## src/rtl/pista_pkg.sv

```systemverilog
// Shared types and constants for the racing-track scroll controller.
package pista_pkg;

  localparam int ROW_W     = 8;
  localparam int WIN_DEPTH = 8;

  typedef logic [ROW_W-1:0] row_t;
  typedef logic [1:0]       level_t;

  localparam level_t SPEED_MAX = 2'd3;

  typedef enum logic [1:0] {
    ST_IDLE  = 2'd0,
    ST_FILL  = 2'd1,
    ST_RUN   = 2'd2,
    ST_CRASH = 2'd3
  } state_t;

  function automatic logic [7:0] sat_inc8(input logic [7:0] v);
    return (v == 8'hFF) ? v : v + 8'd1;
  endfunction

endpackage

```

## src/rtl/pista_scroll_ctrl_if.sv

```systemverilog
// Track-row request/valid handshake between the scroll controller (master)
// and the track-row source (slave).
interface pista_scroll_ctrl_if;
  import pista_pkg::*;

  logic ROW_REQ;
  row_t ROW_IN;
  logic ROW_VALID;

  modport master (output ROW_REQ, input ROW_IN, input ROW_VALID);
  modport slave  (input ROW_REQ, output ROW_IN, output ROW_VALID);
endinterface

```

## src/rtl/pista_tick_gen.sv

```systemverilog
// Scroll prescaler: counts enabled cycles up to (TICK_DIV >> level) - 1 and
// emits a one-cycle tick there, clearing itself on the tick or on clr.
module pista_tick_gen
  import pista_pkg::*;
#(
  parameter int unsigned TICK_DIV = 50000,
  parameter int          DIV_W    = 16
) (
  input  logic   CLK,
  input  logic   RESET,
  input  logic   en,
  input  logic   clr,
  input  level_t level,
  output logic   tick
);

  localparam logic [DIV_W-1:0] ONE = DIV_W'(1);

  logic [DIV_W-1:0] cnt;
  logic [DIV_W-1:0] period;

  assign period = DIV_W'(TICK_DIV >> level);
  assign tick   = en && (cnt == period - ONE);

  // NOTE: registers use non-blocking assignments so every flop samples the
  // pre-edge value of the others, independent of process ordering.
  always_ff @(posedge CLK or posedge RESET) begin
    if (RESET) begin
      cnt <= '0;
    end else if (clr || tick) begin
      cnt <= '0;
    end else if (en) begin
      cnt <= cnt + ONE;
    end
  end

endmodule

```

## src/rtl/pista_scroll_ctrl.sv

```systemverilog
// Track scroll controller: FSM, row handshake, 8-row window, collision, score.
// Optional SCROLL_SPEEDUP_EN: scroll period halves every 32 RUN rows, up to 3 times.
module pista_scroll_ctrl
  import pista_pkg::*;
#(
  parameter int unsigned TICK_DIV = 50000,
  parameter int          DIV_W    = 16
) (
  input  logic                       CLK,
  input  logic                       RESET,
  input  logic                       START,
  input  logic [2:0]                 CAR_POS,
  pista_scroll_ctrl_if.master        row,
  input  logic [2:0]                 WIN_SEL,
  output row_t                       WIN_ROW,
  output logic                       CRASH,
  output logic [1:0]                 STATE,
  output logic [7:0]                 SCORE
);

  state_t     state, state_d;
  logic       row_req, row_req_d;
  row_t       window [WIN_DEPTH];
  logic [2:0] fill_cnt;
  logic [7:0] score;
  level_t     level;
  logic       tick;
  logic       crash_det;
  logic       accept;
  logic       start_game;

  assign crash_det  = (state == ST_RUN) && window[WIN_DEPTH-1][CAR_POS];
  // A request still open when the car hits the wall is abandoned, not accepted.
  assign accept     = row_req && row.ROW_VALID && !crash_det;
  assign start_game = START && ((state == ST_IDLE) || (state == ST_CRASH));

  pista_tick_gen #(
    .TICK_DIV (TICK_DIV),
    .DIV_W    (DIV_W)
  ) u_tick (
    .CLK   (CLK),
    .RESET (RESET),
    .en    ((state == ST_RUN) && !row_req),
    .clr   (state != ST_RUN),
    .level (level),
    .tick  (tick)
  );

  // NOTE: every output of this block gets a default before the case so no
  // path can leave it unassigned and infer a latch.
  always_comb begin
    state_d   = state;
    row_req_d = row_req;
    unique case (state)
      ST_IDLE: begin
        if (START) state_d = ST_FILL;
      end
      ST_FILL: begin
        if (accept) begin
          row_req_d = 1'b0;
          if (fill_cnt == 3'd7) state_d = ST_RUN;
        end else begin
          row_req_d = 1'b1;
        end
      end
      ST_RUN: begin
        if (crash_det) begin
          state_d   = ST_CRASH;
          row_req_d = 1'b0;
        end else if (accept) begin
          row_req_d = 1'b0;
        end else if (tick) begin
          row_req_d = 1'b1;
        end
      end
      ST_CRASH: begin
        row_req_d = 1'b0;
        if (START) state_d = ST_FILL;
      end
      default: begin
        state_d   = ST_IDLE;
        row_req_d = 1'b0;
      end
    endcase
  end

  always_ff @(posedge CLK or posedge RESET) begin
    if (RESET) begin
      state   <= ST_IDLE;
      row_req <= 1'b0;
    end else begin
      state   <= state_d;
      row_req <= row_req_d;
    end
  end

  // NOTE: the window is reset row by row; the display reads it straight out
  // of reset, so it must not come up holding arbitrary contents.
  always_ff @(posedge CLK or posedge RESET) begin
    if (RESET) begin
      for (int i = 0; i < WIN_DEPTH; i++) window[i] <= '0;
      fill_cnt <= '0;
      score    <= '0;
    end else if (start_game) begin
      for (int i = 0; i < WIN_DEPTH; i++) window[i] <= '0;
      fill_cnt <= '0;
      score    <= '0;
    end else if (accept) begin
      for (int i = WIN_DEPTH - 1; i > 0; i--) window[i] <= window[i-1];
      window[0] <= row.ROW_IN;
      if (state == ST_FILL) fill_cnt <= fill_cnt + 3'd1;
      if (state == ST_RUN)  score    <= sat_inc8(score);
    end
  end

`ifdef SCROLL_SPEEDUP_EN
  // Level steps when an accepted row wraps SCORE[4:0] back to zero.
  always_ff @(posedge CLK or posedge RESET) begin
    if (RESET) begin
      level <= '0;
    end else if (start_game) begin
      level <= '0;
    end else if (accept && (state == ST_RUN) && (score != 8'hFF) &&
                 (score[4:0] == 5'h1F) && (level != SPEED_MAX)) begin
      level <= level + 2'd1;
    end
  end
`else
  assign level = '0;
`endif

  assign row.ROW_REQ = row_req;
  assign WIN_ROW     = window[WIN_SEL];
  assign CRASH       = (state == ST_CRASH);
  assign STATE       = state;
  assign SCORE       = score;

endmodule

```

## src/flat_wrapper.sv

```systemverilog
// flat-port wrapper written by rule: the top's interface ports become plain ports
module pista_scroll_ctrl_flat import pista_pkg::*;
#(
  parameter int unsigned TICK_DIV = 50000,
  parameter int          DIV_W    = 16
)
  (CLK, RESET, START, CAR_POS, WIN_SEL, WIN_ROW, CRASH, STATE, SCORE, row_ROW_REQ, row_ROW_IN, row_ROW_VALID);
  pista_scroll_ctrl_if row_i ();
  input  logic CLK;
  input  logic RESET;
  input  logic START;
  input  logic [2:0] CAR_POS;
  input  logic [2:0] WIN_SEL;
  output row_t WIN_ROW;
  output logic CRASH;
  output logic [1:0] STATE;
  output logic [7:0] SCORE;
  output wire logic [$bits(row_i.ROW_REQ)-1:0] row_ROW_REQ;
  input wire logic [$bits(row_i.ROW_IN)-1:0] row_ROW_IN;
  input wire logic [$bits(row_i.ROW_VALID)-1:0] row_ROW_VALID;
  assign row_ROW_REQ = row_i.ROW_REQ;
  assign row_i.ROW_IN = row_ROW_IN;
  assign row_i.ROW_VALID = row_ROW_VALID;
  pista_scroll_ctrl #(.TICK_DIV(TICK_DIV), .DIV_W(DIV_W)) u_core (.CLK(CLK), .RESET(RESET), .START(START), .CAR_POS(CAR_POS), .row(row_i), .WIN_SEL(WIN_SEL), .WIN_ROW(WIN_ROW), .CRASH(CRASH), .STATE(STATE), .SCORE(SCORE));
endmodule
```

## config.mk

```make
export PLATFORM = sky130hd
export DESIGN_NAME = pista_scroll_ctrl_flat
export DESIGN_NICKNAME = d
export VERILOG_FILES = /design/src/rtl/pista_pkg.sv /design/src/rtl/pista_scroll_ctrl_if.sv /design/src/rtl/pista_tick_gen.sv /design/src/rtl/pista_scroll_ctrl.sv /design/src/flat_wrapper.sv
export SDC_FILE = /design/constraint.sdc
export NUM_CORES = 1
export LEC_CHECK = 0
export ABC_AREA = 1
export CORE_UTILIZATION = 35
export CTS_BUF_LIST = sky130_fd_sc_hd__clkbuf_8
export DETAILED_ROUTE_END_ITERATION = 7
export DONT_BUFFER_PORTS = 1
export PLACE_DENSITY = 0.58
export SKIP_LAST_GASP = 1
export SLEW_MARGIN = 10
export SYNTH_ARGS = -nofsm -noshare
export SYNTH_HDL_FRONTEND = slang
export SYNTH_SLANG_ARGS = --single-unit
```

## constraint.sdc

```tcl
create_clock -name CLK -period 3.7 [get_ports CLK]
set_input_delay 1.11 -clock CLK [delete_from_list [all_inputs] [get_ports CLK]]
set_output_delay 1.11 -clock CLK [all_outputs]
set_load 0.05 [all_outputs]
```

# Yosys cells after proc, flatten, opt, wreduce, memory -nomap -nowiden
# Index checks and enable logic that the tools add are counted.
totals:
  out_inout_bits: 20
  reg_bits: 94
classes:
  muxes: 26
  bitwise_logic: 1
  reduce_logical: 21
  n_eq_ne: 13
  add_sub_neg: 3
  n_lt_le_gt_ge: 2
ops:
  columns: ["operator", "n"]
  rows:
  - ["64-bit two-way mux", 2]
  - ["8-bit two-way mux", 6]
  - ["16-bit two-way mux", 2]
  - ["8-bit binary-select mux with 3-bit select", 1]
  - ["16-bit by 1-bit adder with 16-bit output (second input constant)", 1]
  - ["16-bit == test (second input constant)", 1]
  - ["2-bit by 1-bit inequality test with 1-bit output (second input constant)", 5]
  - ["3-bit two-way mux", 3]
  - ["8-bit by 1-bit adder with 8-bit output (second input constant)", 1]
  - ["8-bit == test (second input constant)", 1]
  - ["2-bit two-way mux", 4]
  - ["2-bit nonzero test", 4]
  - ["1-bit logical AND", 6]
  - ["2-bit case mux with 3 select lines", 1]
  - ["1-bit two-way mux", 5]
  - ["2-bit == test (second input constant)", 2]
  - ["4-bit greater-or-equal comparator (second input constant)", 1]
  - ["3-bit by 4-bit less-than comparator with 1-bit output (second input constant)", 1]
  - ["4-bit by 2-bit inequality test with 1-bit output (second input constant)", 1]
  - ["3-bit NOT with 4-bit output", 1]
  - ["2-bit AND reduction", 2]
  - ["4-bit AND reduction", 1]
  - ["3-bit by 1-bit adder with 3-bit output (second input constant)", 1]
  - ["1-bit binary-select mux with 3-bit select", 1]
  - ["other kinds (10)", 12]

# Depth between registers and ports, before layout
# Gate-level depths: netlist (run 1).
depth:
  ltp_word: 8
  ltp_mapped: 12

# Hierarchy
# Synthesis (run 1) repeated with hierarchy kept, for this count alone.
hier_totals:
  hier_cells: 666
  hier_area_um2: 5221.3
modules_own_cells:
  columns: ["module", "cells_per_inst", "seq_area_each_um2", "area_each_um2", "instances"]
  rows:
  - ["pista_scroll_ctrl", 486, 1951.9, 3970.1, 1]
  - ["pista_tick_gen", 180, 400.4, 1251.2, 1]

# Worst setup path before layout (run 1)
# OpenSTA, ideal clock, no wires.
synth_path:
  path_type: "input port to output port"
  from: "input port WIN_SEL[1]"
  to: "output port WIN_ROW[6]"
  t_arrival_ps: 2600
  t_required_ps: 2590
  path_stages: 5
  path_slack_ps: -10
  path_buffers: 2
  cell_sequence: "buf_2 > inv_1 > clkbuf_1 > a221oi_1 > a31oi_1"
synth_via:
  elab_chain_cells: 4
synth_lines:
  columns: ["element", "line_no", "rtl"]
  rows:
  - ["from (decl)", "flat_wrapper.sv:13", "input logic [2:0] WIN_SEL;"]
  - ["3-bit NOT with 4-bit output (implied by the code)", "pista_scroll_ctrl.sv:133", "assign WIN_ROW = window[WIN_SEL];"]
  - ["8-bit binary-select mux with 3-bit select", "pista_scroll_ctrl.sv:133", null]
  - ["8-bit two-way mux (implied by the code) (2 in a row)", "pista_scroll_ctrl.sv:133", null]
  - ["to (decl)", "flat_wrapper.sv:14", "output row_t WIN_ROW;"]
# No other way between the ends. The select of a mux whose other input is x is not followed.

# Final worst setup path (run 1)
layout_path:
  from: "input port WIN_SEL[1]"
  to: "output port WIN_ROW[4]"
# The elaborated chain is that of the path after synthesis.

==> results.json, run 1 <==
{
  "peakVddDrop_v": 0.000357,
  "antenna_found_initial": 0,
  "placed_cells": 775,
  "synth_top_area_cell": "dfrtp_1",
  "worst_ep_arrival_time_ns": 2.35,
  "root_buffer": "clkbuf_8",
  "fin_skew_ns": 0.0110,
  "die_y_um": 122,
  "routed_wl_mm": 11.6,
  "cts_max_level": 3,
  "cpLargestDelayFamily": "buffers and inverters",
  "grt_pass1_vias": 3965,
  "nets": 633,
  "fin_crit_sh": 0.934,
  "cp-end-kind": "output port",
  "coreArea_um2": 13900,
  "async_flop_share": 1.00,
  "syn_inst": 614,
  "hp-class": "flip-flop to flip-flop",
  "worst-path-max-fanout": 23,
  "dp_slack_ns": 0.249,
  "worst_slack_ns": 0.243,
  "nFillCells": 1389,
  "netlist_area_um2": 5000,
  "fp.dieW_um": 122,
  "clkTransAtPathRegs_ns": 0.09,
  "area_growth_pct": 8.13,
  "synth_area_leaders": "dfrtp_1 47%, nand3_1 8.6%, nand2_1 6.2%, inv_1 6.1%, o21ai_0 4.5%",
  "crit_chain": "inv_1, a21oi_1, a221oi_1, a31oi_2, buf_4",
  "drt_pass1_iterations": 4,
  "seq_area_frac_synth": 0.470,
  "layout_min_cycle_time_ns": 3.46,
  "routedWlPerCell_um": 14.7,
  "postLayoutCoreUtil": 0.388,
  "cp-start-kind": "input pin",
  "cts_buffers": 9,
  "tritoncts": "done",
  "drv_slew": 0,
  "rsz0062_at_grt": "no",
  "clockBufferDepth": 2,
  "powerDensity_nw_per_um2": 630,
  "diodes": 0,
  "tightestPinTransition_ns": 0.782,
  "clk_latency_ns": 0.36,
  "status": "finished, final reports clean",
  "ios": 38,
  "ant_nets": 0,
  "port_buffers": 0,
  "hpwl_mm": 7.70,
  "synth_edf_count": 0,
  "synth_ff_type": "dfrtp_1",
  "grt_pass1_wl_mm": 19.4,
  "initial_utilization": 0.359,
  "worst-path-buf-inv": 2,
  "syn_nets": 641,
  "drv_cap": 0,
  "place_congestion": 0.825,
  "critPathRequiredTime_ns": 2.59,
  "slew_headroom": 0.479,
  "power_leakage_uw": 0.00240,
  "yosysTopAreaCellShare": 0.470,
  "cts_hold_repair.buffers": 0,
  "cts_num_sinks": 94,
  "num_rows": 43,
  "synth_seq_cells": 94,
  "stdcell_count": 790,
  "hold_viol": 0,
  "vias": 4136,
  "post-cts-setup-buffer-count": 0,
  "ys_warn_count": 0,
  "ys_types": 29,
  "slowest_stage": "inv_1",
  "setup_violations": 0,
  "tns_ns": 0,
  "cpPeakStageDelay_ns": 0.48,
  "grt_usage": 0.166,
  "drive_above_1_share": 0.100,
  "overflow": 0,
  "dieArea_um2": 14800,
  "drt_iter0_drc": 217,
  "fmax_ghz": 0.289,
  "avgViaCountPerCell": 5.24,
  "drc": 0,
  "avgSynthCellArea_um2": 8.15,
  "cts_resized": 0,
  "path_class": "input pin to output port",
  "grt_max_degree": 62
}
## power breakdown
group / internal [uW] / leakage [uW] / switching [uW]
clock: 323 / 0.0000970 / 356
sequential: 1220 / 0.00129 / 295
combinational: 312 / 0.00101 / 910
total: 1850 / 0.00240 / 1560
## path summary, 6_finish.rpt
path                                        from                    end  slack (ns)  cells after the start
worst max-delay path                  WIN_SEL[1]             WIN_ROW[4]        0.24                      5
worst min-delay path            u_core.window[9]       u_core.window[1]        0.51                      2
worst max register to register   u_core.STATE[1]      u_core.window[16]        0.99                      7
worst min register to register  u_core.window[9]       u_core.window[1]        0.51                      2
max in group asynchronous                  RESET      u_core.window[55]        2.26                      2
min in group asynchronous                  RESET  u_core.u_tick.cnt[10]        0.75                      1
## cells by family after synthesis
| family | Yosys count | synth area share |
|---|---|---|
| and+or+nand+nor | 229 | 0.213 |
| AOI/OAI and AO/OA | 152 | 0.176 |
| buffers and inverters | 121 | 0.103 |
| DFF | 94 | 0.470 |
| xor gates and xnor gates | 9 | 0.0158 |
| adders and majority gates | 9 | 0.0225 |
## cell type report
| type | instances | area, um^2 | share of cell area |
|---|---|---|---|
| Clock buffer | 10 | 138 | 0.0254 |
| Sequential cell | 94 | 2350 | 0.435 |
| Timing Repair Buffer | 16 | 133 | 0.0245 |
| Clock inverter | 5 | 52.6 | 0.00971 |
| Multi-Input combinational cell | 399 | 2180 | 0.404 |
| Tap cell | 180 | 225 | 0.0416 |
| Inverter | 86 | 325 | 0.0601 |
## stage by stage
stage	instance area (um^2)	power, uW	hold WS [ns]
after global placement	5220	2730	0.489
after global routing	5410	3670	0.555
after floorplan	5050	2500	0.478
after detailed placement	5220	2760	0.494
final	5410	3410	0.515
after CTS	5410	3440	0.516
## routing by layer
metal	GRT usage	vias to the layer above	part of all wire
met3	0.0360	13	0.046
met4	0.0656	0	0.015
met5	0	-	0
met1	0.221	2008	0.47
met2	0.263	79	0.47
li1	-	2036	-
## synth_stat cells, types with 2 or more instances
cell / n
dfrtp_1: 94
nand3_1: 86
nand2_1: 83
inv_1: 81
o21ai_0: 45
o21ai_1: 40
a21oi_1: 36
nor2_1: 33
buf_2: 17
nand4_1: 10
ha_1: 9
o31ai_2: 9
a31oi_1: 8
clkbuf_1: 8
xor2_1: 8
a221oi_1: 7
nor3_1: 6
o31ai_1: 6
buf_1: 5
buf_6: 5
inv_2: 5
nand3_2: 4
nand2_2: 2
nand2_4: 2
## worst reg2reg max path, stage by stage (launching register included)
cell	delay, ns
dfrtp_1	0.70
inv_1	0.19
ha_1	0.38
nor2_2	0.07
inv_2	0.48
buf_4	0.53
nand3_1	0.17
o31ai_2	0.11
## cell usage in the layout, fill, tap and decap left out, drive strengths merged, types with 10 or more instances in the layout
| cell | instances |
|---|---|
| o21ai | 85 |
| nand3 | 91 |
| inv | 88 |
| o31ai | 15 |
| nand2 | 87 |
| dfrtp | 94 |
| clkbuf | 10 |
| buf | 16 |
| nand4 | 10 |
| a21oi | 36 |
| nor2 | 33 |
## state kept, by name (all words and copies together) (netlist names)
signal,flops
u_core.window,64
u_core.u_tick.cnt,16
u_core.SCORE,8
u_core.fill_cnt,3
u_core.STATE,2
u_core.row.ROW_REQ,1
Note: power is estimated with default switching activity, not from simulation.
==> inputs of run 2 (changes only) <==
--- a/config.mk
+++ b/config.mk
@@ -6,11 +6,12 @@
 export NUM_CORES = 1
 export LEC_CHECK = 0
 export ABC_AREA = 1
-export CORE_UTILIZATION = 35
+export CORE_UTILIZATION = 30
 export CTS_BUF_LIST = sky130_fd_sc_hd__clkbuf_8
 export DETAILED_ROUTE_END_ITERATION = 7
 export DONT_BUFFER_PORTS = 1
-export PLACE_DENSITY = 0.58
+export GPL_TIMING_DRIVEN = 0
+export PLACE_DENSITY = 0.52
 export SKIP_LAST_GASP = 1
 export SLEW_MARGIN = 10
 export SYNTH_ARGS = -nofsm -noshare
==> run 2 against run 1 <==
Fmax down 4.3%. Critical path depth rose by 1. Worst setup slack got worse by 0.15 ns. Global-route usage is essentially flat. Critical endpoint unchanged. Non-clock buffer count increased by 19. Wire length is 16% higher. Clock power is 5.0% higher. Final cell count up 7.1%. Clock skew is 0.0054 ns higher. Count of clock-buffer cells in the layout did not move.
==> results.json, run 2 (synthesis gave the netlist of run 1 again) <==
{
  "status": "finished, final reports clean",
  "grt_usage": 0.166,
  "regArea_um2": 2350,
  "initial_utilization": 0.312,
  "root_buffer": "clkbuf_8",
  "worst-path-buf-inv": 3,
  "grt_pass1_vias": 4145,
  "regMostFlops": "u_core.window",
  "powerDensity_nw_per_um2": 643,
  "r2r-start": "u_core.STATE[0]",
  "met3_length_um": 608,
  "min_path_cells": 2,
  "slew_headroom": 0.511,
  "cts_buffers": 9,
  "fmax_ghz": 0.277,
  "clockBufferDepth": 2,
  "cts_max_level": 3,
  "m1WireLength_mm": 6.33,
  "antenna_found_initial": 0,
  "place_congestion": 0.844,
  "overflow": 0,
  "drv_cap": 0,
  "drt_iter0_drc": 270,
  "worst_ep_arrival_time_ns": 2.50,
  "placed_cells": 831,
  "path_class": "input pin to output port",
  "slowest_stage": "a31oi_4",
  "crit_chain": "buf_2, inv_1, buf_2, a21oi_1, o21ai_0, a31oi_4",
  "fp.dieW_um": 131,
  "critPathRequiredTime_ns": 2.59,
  "final_common_cell": "dfrtp_1",
  "port_buffers": 0,
  "r2r_slack_ns": 1.27,
  "dr_wl_met2_mm": 6.19,
  "routed_wl_mm": 13.4,
  "stdcell_count": 846,
  "die_y_um": 131,
  "min_from": "u_core.window[55]",
  "total_power_uw": 3620,
  "routedWlPerCell_um": 15.9,
  "num_rows": 46,
  "tritoncts": "done",
  "layout_min_cycle_time_ns": 3.61,
  "nets": 652,
  "nFillCells": 1662,
  "drv_slew": 0,
  "cp-start-kind": "input pin",
  "cts_hold_repair.buffers": 0,
  "postLayoutCoreUtil": 0.351,
  "worst_slack_ns": 0.0879,
  "cpPeakStageDelay_ns": 0.48,
  "drt_pass1_iterations": 5,
  "hold_viol": 0,
  "highest_layer": "met4",
  "worst-path-max-fanout": 10,
  "fin_hold_ws_ns": 0.510,
  "vias": 4242,
  "cp-end-kind": "output port",
  "diodes": 0,
  "avgViaCountPerCell": 5.01,
  "hpwl_mm": 9.75,
  "min_to": "u_core.window[47]",
  "fin_crit_sh": 0.976,
  "power_leakage_uw": 0.00247,
  "timing.critical_path.mode_cell": "buf_2",
  "peakVddDrop_v": 0.000308,
  "ios": 38,
  "coreArea_um2": 16100,
  "drive_above_1_share": 0.121,
  "post-cts-setup-buffer-count": 0,
  "largest_reg_flops": 64,
  "multiInputGateArea_um2": 2270,
  "timing.rr.end": "u_core.window[34]",
  "tightestPinTransition_ns": 0.734,
  "clk_latency_ns": 0.39,
  "worstRegToRegCells": 6,
  "area_growth_pct": 12.5,
  "ant_nets": 0,
  "cts_num_sinks": 94,
  "clkTransAtPathRegs_ns": 0.10,
  "drc": 0,
  "rsz0062_at_grt": "no",
  "setup_violations": 0,
  "dieArea_um2": 17200,
  "hp-class": "flip-flop to flip-flop",
  "mostFrequentLayoutCells": "94 x dfrtp_1, 86 x nand3_1, 83 x nand2_1, 81 x inv_1, 45 x o21ai_0",
  "grt_max_degree": 57,
  "dp_slack_ns": -0.380,
  "fin_skew_ns": 0.0164,
  "grt_pass1_wl_mm": 22.5,
  "cpLargestDelayFamily": "compound AO/OA/AOI/OAI gates"
}
==> run 2: how the worst max path moves through the flow <==
stage / start / end / cells past startpoint
6_report: WIN_SEL[1] / WIN_ROW[4] / 6
5_1_grt: WIN_SEL[1] / WIN_ROW[4] / 6
4_1_cts: WIN_SEL[1] / WIN_ROW[7] / 6
3_5_place_dp: WIN_SEL[0] / WIN_ROW[7] / 6
3_3_place_gp: RESET / u_core.window[48] / 1
2_1_floorplan: WIN_SEL[1] / WIN_ROW[7] / 6
==> run 2: through the flow <==
stage          TNS (ns)  instance area, um^2
4_1_cts         -0.0829                 5610
6_report              0                 5630
5_1_grt               0                 5630
3_3_place_gp     -97.49                 5320
2_1_floorplan         0                 5050
3_5_place_dp      -1.43                 5340
==> run 2: report_power, final <==
part           switching (uW)  internal, uW
combinational            1000           377
sequential                314          1210
clock                     384           328
==> run 2: routing by layer <==
layer | global-route usage | up-vias
met5 | 0 | -
met4 | 0.0608 | 0
met3 | 0.0432 | 20
met2 | 0.267 | 83
met1 | 0.213 | 2057
li1 | - | 2082
==> run 2: worst register-to-register path, stage by stage (launching register included) <==
cell and delay [ns]:
dfrtp_1 0.73, inv_1 0.14, ha_1 0.35, nor2_1 0.17
clkbuf_1 0.40, buf_2 0.40, o31ai_2 0.11
==> run 2: repair_timing <==
item                                    in CTS  in global routing
pin swaps                                    1                  3
endpoints found under the setup margin       8                  8
resized for setup                           10                  8
==> run 2: layout make-up <==
cell class                      instances  area share
Clock buffer                           10      0.0244
Buffer                                 34      0.0340
Sequential cell                        94       0.418
Tap cell                              216      0.0480
Inverter                               86      0.0578
Multi-Input combinational cell        399       0.403
Clock inverter                          6      0.0111
Timing Repair Buffer                    1     0.00356
